--- src/rtl/pipe_hazard_ctrl.sv ---
// pipe_hazard_ctrl
//   Central stall/flush controller for the 5-stage core. Drives the enable
//   and flush pins of the IF/ID, ID/EX, EX/MEM and MEM/WB latches plus the
//   PC source select, and keeps saturating stall / redirect counters.
//
// Ports
//   clk, rst                  core clock, async active-low reset
//   rs1_ID, rs2_ID            ID-stage source register addresses
//   rs1_used_ID, rs2_used_ID  ID instruction actually reads rs1 / rs2
//   rd_EX, mem_r_EX           EX destination and "EX is a load"
//   branch_taken_EX           EX resolved a taken branch/jump
//   mem_busy                  MEM-stage data access still outstanding
//   trap_MEM, mret_MEM        trap / mret committed in MEM
//   en_PC .. en_MEMWB         latch enables
//   flush_IFID .. flush_MEMWB bubble insert (only meaningful with enable=1)
//   pc_sel                    0 PC+4, 1 branch target, 2 mtvec, 3 mepc
//   bus_err                   sticky memory-timeout flag
//   stall_cnt, flush_cnt      saturating performance counters
module pipe_hazard_ctrl #(
  parameter int MEM_TIMEOUT = 255,
  parameter int TRAP_DRAIN  = 2
) (
  input  logic        clk,
  input  logic        rst,
  input  logic [4:0]  rs1_ID,
  input  logic [4:0]  rs2_ID,
  input  logic        rs1_used_ID,
  input  logic        rs2_used_ID,
  input  logic [4:0]  rd_EX,
  input  logic        mem_r_EX,
  input  logic        branch_taken_EX,
  input  logic        mem_busy,
  input  logic        trap_MEM,
  input  logic        mret_MEM,
  output logic        en_PC,
  output logic        en_IFID,
  output logic        en_IDEX,
  output logic        en_EXMEM,
  output logic        en_MEMWB,
  output logic        flush_IFID,
  output logic        flush_IDEX,
  output logic        flush_EXMEM,
  output logic        flush_MEMWB,
  output logic [1:0]  pc_sel,
  output logic        bus_err,
  output logic [31:0] stall_cnt,
  output logic [31:0] flush_cnt
);

  localparam int WW = (MEM_TIMEOUT < 2) ? 1 : $clog2(MEM_TIMEOUT + 1);
  localparam int DW = (TRAP_DRAIN < 2) ? 1 : $clog2(TRAP_DRAIN + 1);

  localparam logic [WW-1:0] WAIT_MAX   = WW'(MEM_TIMEOUT);
  localparam logic [DW-1:0] DRAIN_INIT = DW'(TRAP_DRAIN);

  localparam logic [1:0] S_RUN   = 2'd0;
  localparam logic [1:0] S_MWAIT = 2'd1;
  localparam logic [1:0] S_DRAIN = 2'd2;

  localparam logic [1:0] PC_SEQ   = 2'd0;
  localparam logic [1:0] PC_BR    = 2'd1;
  localparam logic [1:0] PC_MTVEC = 2'd2;
  localparam logic [1:0] PC_MEPC  = 2'd3;

  logic [1:0]    r_state, w_state_nxt;
  logic [WW-1:0] r_wait, w_wait_nxt;
  logic [DW-1:0] r_drain, w_drain_nxt;
  logic          r_bus_err;
  logic [31:0]   r_stall_cnt, r_flush_cnt;

  logic w_run;         // RUN priority logic owns this cycle
  logic w_take_redir;  // trap/mret redirect accepted this cycle
  logic w_load_use;
  logic w_redir_evt;
  logic w_berr_set;

  // MWAIT falls through to the RUN priority logic in the same cycle mem_busy
  // drops. Any unused state encoding is treated as RUN.
  assign w_run = ((r_state != S_MWAIT) && (r_state != S_DRAIN)) ||
                 ((r_state == S_MWAIT) && !mem_busy);

  // Traps are only taken from RUN-like cycles or DRAIN; a trap seen while
  // MEM is still busy waits until the access completes.
  assign w_take_redir = (trap_MEM || mret_MEM) && (w_run || (r_state == S_DRAIN));

  // x0 is never a real dependency.
  assign w_load_use = mem_r_EX && (rd_EX != 5'd0) &&
                      ((rs1_used_ID && (rs1_ID == rd_EX)) ||
                       (rs2_used_ID && (rs2_ID == rd_EX)));

  always_comb begin
    en_PC       = 1'b1;
    en_IFID     = 1'b1;
    en_IDEX     = 1'b1;
    en_EXMEM    = 1'b1;
    en_MEMWB    = 1'b1;
    flush_IFID  = 1'b0;
    flush_IDEX  = 1'b0;
    flush_EXMEM = 1'b0;
    flush_MEMWB = 1'b0;
    pc_sel      = PC_SEQ;
    w_state_nxt = r_state;
    w_wait_nxt  = r_wait;
    w_drain_nxt = r_drain;
    w_redir_evt = 1'b0;
    w_berr_set  = 1'b0;

    // While reset is asserted the outputs sit at their reset values even if
    // inputs would otherwise request a freeze.
    if (rst) begin
      if (w_take_redir) begin
        flush_IFID  = 1'b1;
        flush_IDEX  = 1'b1;
        flush_EXMEM = 1'b1;
        pc_sel      = trap_MEM ? PC_MTVEC : PC_MEPC;
        w_redir_evt = 1'b1;
        w_wait_nxt  = '0;
        w_drain_nxt = DRAIN_INIT;
        w_state_nxt = S_DRAIN;
      end else if (w_run) begin
        w_state_nxt = S_RUN;
        w_wait_nxt  = '0;
        if (mem_busy) begin
          en_PC       = 1'b0;
          en_IFID     = 1'b0;
          en_IDEX     = 1'b0;
          en_EXMEM    = 1'b0;
          flush_MEMWB = 1'b1;
          w_wait_nxt  = WW'(1);
          w_berr_set  = (WAIT_MAX <= WW'(1));
          w_state_nxt = S_MWAIT;
        end else if (branch_taken_EX) begin
          flush_IFID  = 1'b1;
          flush_IDEX  = 1'b1;
          pc_sel      = PC_BR;
          w_redir_evt = 1'b1;
        end else if (w_load_use) begin
          // One-cycle hold: next cycle EX holds the bubble and the hazard clears.
          en_PC      = 1'b0;
          en_IFID    = 1'b0;
          flush_IDEX = 1'b1;
        end
      end else if (r_state == S_MWAIT) begin
        en_PC       = 1'b0;
        en_IFID     = 1'b0;
        en_IDEX     = 1'b0;
        en_EXMEM    = 1'b0;
        flush_MEMWB = 1'b1;
        if (r_wait < WAIT_MAX)
          w_wait_nxt = r_wait + WW'(1);
        w_berr_set = (w_wait_nxt >= WAIT_MAX);
      end else begin
        // DRAIN: IF/ID keeps eating bubbles while the redirected fetch settles.
        en_PC      = 1'b0;
        flush_IFID = 1'b1;
        if (r_drain <= DW'(1)) begin
          w_drain_nxt = '0;
          w_state_nxt = S_RUN;
        end else begin
          w_drain_nxt = r_drain - DW'(1);
        end
      end
    end
  end

  always_ff @(posedge clk or negedge rst) begin
    if (!rst) begin
      r_state     <= S_RUN;
      r_wait      <= '0;
      r_drain     <= '0;
      r_bus_err   <= 1'b0;
      r_stall_cnt <= '0;
      r_flush_cnt <= '0;
    end else begin
      r_state <= w_state_nxt;
      r_wait  <= w_wait_nxt;
      r_drain <= w_drain_nxt;
      if (w_berr_set)
        r_bus_err <= 1'b1;
      if (!en_PC && (r_stall_cnt != '1))
        r_stall_cnt <= r_stall_cnt + 32'd1;
      if (w_redir_evt && (r_flush_cnt != '1))
        r_flush_cnt <= r_flush_cnt + 32'd1;
    end
  end

  assign bus_err   = r_bus_err;
  assign stall_cnt = r_stall_cnt;
  assign flush_cnt = r_flush_cnt;

endmodule

--- config.mk ---
export PLATFORM = sky130hd
export DESIGN_NAME = pipe_hazard_ctrl
export DESIGN_NICKNAME = d
export VERILOG_FILES = /design/src/rtl/pipe_hazard_ctrl.sv
export SDC_FILE = /design/constraint.sdc
export NUM_CORES = 1
export LEC_CHECK = 0
export CAP_MARGIN = 20
export CORE_ASPECT_RATIO = 0.8
export CORE_UTILIZATION = 54
export DETAILED_ROUTE_END_ITERATION = 6
export PLACE_DENSITY = 0.94
export SYNTH_ARGS = -nofsm -noshare
export SYNTH_HDL_FRONTEND = slang
export SYNTH_SLANG_ARGS = --single-unit
export TNS_END_PERCENT = 10
--- constraint.sdc ---
create_clock -name clk -period 4.3 [get_ports clk]
set_clock_uncertainty 0.05 [all_clocks]
set_input_delay 0.86 -clock clk [delete_from_list [all_inputs] [get_ports clk]]
set_output_delay 0.86 -clock clk [all_outputs]
set_load 0.01 [all_outputs]
== After elaboration in Yosys (flattened, before gate mapping) ==
Index checks and enable logic that the tools add are counted.

* Add/subtract/negate cells: 4
* Magnitude comparators: 3
* Eq/ne operators: 11
* Mux-type cells: 63
* Reduce and logical (&&, ||, !) cells: 21

{| class="wikitable"
|+ Operators by type and width
! cell !! number
|-
| adder 32 x 1 -> 32 bit, second input constant || 2
|-
| 2-to-1 mux 8 bit || 8
|-
| != test 32 bit, second input constant || 2
|-
| 2-to-1 mux 1 bit || 45
|-
| 2-to-1 mux 2 bit || 10
|-
| == test 5 bit || 2
|-
| logical AND 1 bit || 9
|-
| adder 8 x 1 -> 8 bit, second input constant || 1
|-
| greater-or-equal comparator 8 bit, second input constant || 1
|-
| < comparator 8 bit, second input constant || 1
|-
| AND reduction 3 bit || 2
|-
| nonzero test 3 bit || 2
|-
| nonzero test 5 bit || 1
|-
| logical OR 1 bit || 4
|-
| != test 2 x 1 -> 1 bit, second input constant || 2
|-
| != test 2 bit, second input constant || 2
|-
| != test 3 bit, second input constant || 1
|-
| == test 2 x 1 -> 1 bit, second input constant || 1
|-
| == test 2 bit, second input constant || 1
|-
| <= comparator 2 x 1 -> 1 bit, second input constant || 1
|-
| logical NOT 1 bit || 2
|-
| AND reduction 2 bit || 1
|-
| subtractor 2 x 1 -> 2 bit, second input constant || 1
|}

* Bits in registers: 77
* Input port bits: 24
* Output and inout bits: 76
* Logic and storage cells: 108

== Longest topological paths before layout ==
* Word-level depth: 12
* Depth in mapped cells: 9
* Depth with buffers taken out: 7

== Worst setup path after synthesis ==
No wires, ideal clock.

* Path kind: input to output
* From: input port rd_EX[1]
* To: output port en_PC
* Data arrival time: 2.044 ns
* Data required time: 3.390 ns
* Setup slack: 1.346 ns
* Stages: 6
* Path buffers: 1
* Path through: or4_1 -> o21ai_1 -> nor3_1 -> a21o_2 -> inv_2 -> buf_2

* Word-level cells in the longest chain between the ends: 10

{| class="wikitable"
|+ RTL lines
! element !! RTL line !! RTL
|-
| from (decl) || 29 || <nowiki>input logic [4:0] rd_EX,</nowiki>
|-
| == test 5 bit (on tied branches) || 88, 89 ||
|-
| logical AND 1 bit (on tied branches) || 88, 89 ||
|-
| logical OR 1 bit || 88 || <nowiki>((rs1_used_ID && (rs1_ID == rd_EX)) ||</nowiki>
|-
| logical AND 1 bit * || 87 || <nowiki>assign w_load_use = mem_r_EX && (rd_EX != 5'd0) &&</nowiki>
|-
| 2-to-1 mux 1 bit * || 137 || <nowiki>end else if (w_load_use) begin</nowiki>
|-
| 2-to-1 mux 1 bit * || 132 || <nowiki>end else if (branch_taken_EX) begin</nowiki>
|-
| 2-to-1 mux 1 bit * || 123 || <nowiki>if (mem_busy) begin</nowiki>
|-
| 2-to-1 mux 1 bit * || 120 || <nowiki>end else if (w_run) begin</nowiki>
|-
| 2-to-1 mux 1 bit * || 111 || <nowiki>if (w_take_redir) begin</nowiki>
|-
| 2-to-1 mux 1 bit * || 110 || <nowiki>if (rst) begin</nowiki>
|-
| to (decl) || 35 || <nowiki>output logic en_PC,</nowiki>
|}

Mark *: on every way between the ends. The rest lies on a longest branch, timed or not.

== Final worst setup path ==
Same ends and word-level chain as after synthesis.

==> impl_metrics.csv <==
group,metric,value,unit
outcome,outcome,"finished, final reports clean",
floorplanning,die_y,81.11,um
grt,grt_remaining_overflow,0,
finish,fin_cells,637,
grt,antenna_found_initial,0,
clocking,cts_hold_buf,0,
detailed_routing,routedWlPerCell,16.06,um
pwr,powerDensity,331.4,nW/um2
floorplanning,rows,28,
finish,nNetsFinal,554,
placed_design,portBuffers,98,
critical_path,path_cells,"clkdlybuf4s50_1 -> or4_1 -> o21ai_1 -> nor3_1 -> a21o_2 -> inv_2 -> clkdlybuf4s50_1",
timing,rsz0062_at_grt,"no",
placed_design,hpwlAfterDp,7.500,mm
yosys,synth_warnings,0,
clocking,cts.htree.levels,3,
clocking,cts_made_buffers,9,
yosys,synth_top_area_share,45.62,%
critical_path,end_kind,"primary output",
placed_design,dp_cells,621,
timing,drv_slew,0,
detailed_routing,drtPass1Iterations,5,
yosys,synth-edff-count,0,
timing,fin_crit_sh,92.20,%
yosys,synth.avg_cell_area,9.846,um2
pwr,vdd_drop_max,237.6,uV
timing,fin_setup_tns,0,ps
timing,hold_viol,0,
yosys,netlist_area,4224,um2
timing,setup_viol,0,
yosys,syn_inst,429,
critical_path,required,3390,ps
grt,track_usage,26.55,%
yosys,netlist_top_cells_area,"dfrtp_1, xnor2_1, xor2_1",
pwr,p_leak,2.301,nW
yosys,synth_nets,456,
floorplanning,dieArea,8182,um2
grt,grt_pass1_vias,3590,
clocking,ctsLongestPathBuffers,2,
critical_path,critical_path_class,"in2out",
yosys,async_flop_share,100.0,%
timing,slew_headroom,42.06,%
grt,grt_max_degree,43,
yosys,synth_most_common_cell,"dfrtp_1",
detailed_routing,detail-route-antenna-nets,0,
finish,utilization,73.36,%
clocking,tritoncts,"yes",
floorplanning,start_util,56.34,%
critical_path,crit_fanout,12,
worst_hold_path,hold_class,"in2async",
yosys,synth_seq_cells,77,
timing,period_needed,3965,ps
clocking,post_cts_buffers,0,
timing,fmax,252.2,MHz
yosys,synth_flop_cell,"dfrtp_1",
clocking,ctsResizeCount,0,
critical_path,cp-start-kind,"input pin",
critical_path,worstPathArrival,3050,ps
grt,grt_pass1_wl,17.01,mm
yosys,ys_seq_area_share,45.62,%
detailed_routing,vias,3656,
pwr,total_power,1.823,mW
detailed_routing,routed_wl,10.23,mm
clocking,cts_root_buffer,"clkbuf_8",
placed_design,post_dp_cell_area,5275,um2
detailed_routing,viasPerCell,5.739,
critical_path,crit_top_cell,"clkdlybuf4s50_1",
clocking,clock-sinks,77,
critical_path,cpMaxStageDelayCell,"or4_1",
clocking,clk_pin_slew_worst_paths,80,ps
yosys,yosysUniqueCellTypes,60,
detailed_routing,drtIter0Drc,181,
floorplanning,die_x,100.9,um
detailed_routing,route.detailed.drc,0,
finish,syn_to_final_growth,30.21,%
job,drv_cap,0,
timing,worst_pin_slew,865.9,ps
yosys,synth_commonest_cells,"dfrtp_1, xnor2_1, nand2_1",
floorplanning,io_pins,100,
critical_path,slowest_delay,550,ps
placed_design,place_congestion,0.8860,
floorplanning,coreArea,7497,um2
finish,fin_area,5500,um2
finish,diodes,0,
yosys,synth_top_cell_by_area,"dfrtp_1",
finish,drive_gt1_share,7.519,%
clocking,clock_latency,350,ps
==> cell families (layout without fill, tap and decap cells) <==
kind of cell	Yosys count	count (layout)	share of synthesized area (%)
xor+xnor	73	73	15.31
mux	3	3	0.8885
compound gates	50	50	7.672
buf+inv	23	126	2.725
fa+ha+maj	3	3	0.8887
other cells	1	1	0.08878
simple gates	199	199	26.81
flops	77	77	45.62
==> through the flow <==
step | setup slack [ps] | hold WS, ps
after global placement | 386.8 | 422.5
after floorplan | 1346 | 416.5
after detailed placement | 339.3 | 424.6
after global routing | 223.0 | 329.7
after CTS | 333.2 | 322.7
final | 335.2 | 328.9
==> per-layer routing <==
layer	global-route usage, %	up-vias	wire length [um]
li1	-	1721	-
met1	33.48	1790	4333
met2	46.30	130	5184
met3	6.885	15	588
met4	5.797	0	122
met5	0	-	0
==> state kept, by name (all words and copies together) (netlist names) <==
name and cells:
r_drain 2, flush_cnt 32, r_state 2, r_wait 8, stall_cnt 32, bus_err 1
==> area by class of cell <==
class,instances,area [um2]
clock buffers,11,141.4
clock inverters,5,83.83
inverters,9,33.78
fillers,557,1997
flip-flops and latches,77,1927
multi-input cells,329,2182
repair buffers,101,1001
well taps,105,131.4
==> cell usage in the layout, fill, tap and decap left out, types with 18 or more instances in the layout <==
cell             count
and3_1              18
clkdlybuf4s50_1     97
dfrtp_1             77
nand2_1             38
nand3_1             25
nand4_1             29
nor2_1              29
nor3_1              18
xnor2_1             40
xor2_1              32
==> final timing paths <==
kind | startpoint | endpoint | slack (ps) | cells past startpoint
hold reg to reg | flush_cnt[13]$_DFFE_PN0P_ | flush_cnt[13]$_DFFE_PN0P_ | 440 | 1
setup / recovery | rd_EX[1] | en_PC | 340 | 7
hold / removal | rst | flush_cnt[27]$_DFFE_PN0P_ | 330 | 1
max in group asynchronous | rst | stall_cnt[26]$_DFFE_PN0P_ | 3060 | 2
min in group clk | flush_cnt[13]$_DFFE_PN0P_ | flush_cnt[13]$_DFFE_PN0P_ | 440 | 1
setup reg to reg | r_state[1]$_DFFE_PN0P_ | stall_cnt[9]$_DFFE_PN0P_ | 1720 | 8
==> power by group <==
| group | switching, mW | internal (mW) |
|---|---|---|
| clock network | 0.271 | 0.344 |
| registers | 0.0768 | 0.786 |
| logic | 0.151 | 0.195 |
==> critical path: cells and delay by family <==
family                 cells  cell delay, ps
and+or+nand+nor            2             620
AOI/OAI and AO/OA          2             490
buffers and inverters      3            1090
Note: power is estimated with default switching activity, not from simulation.
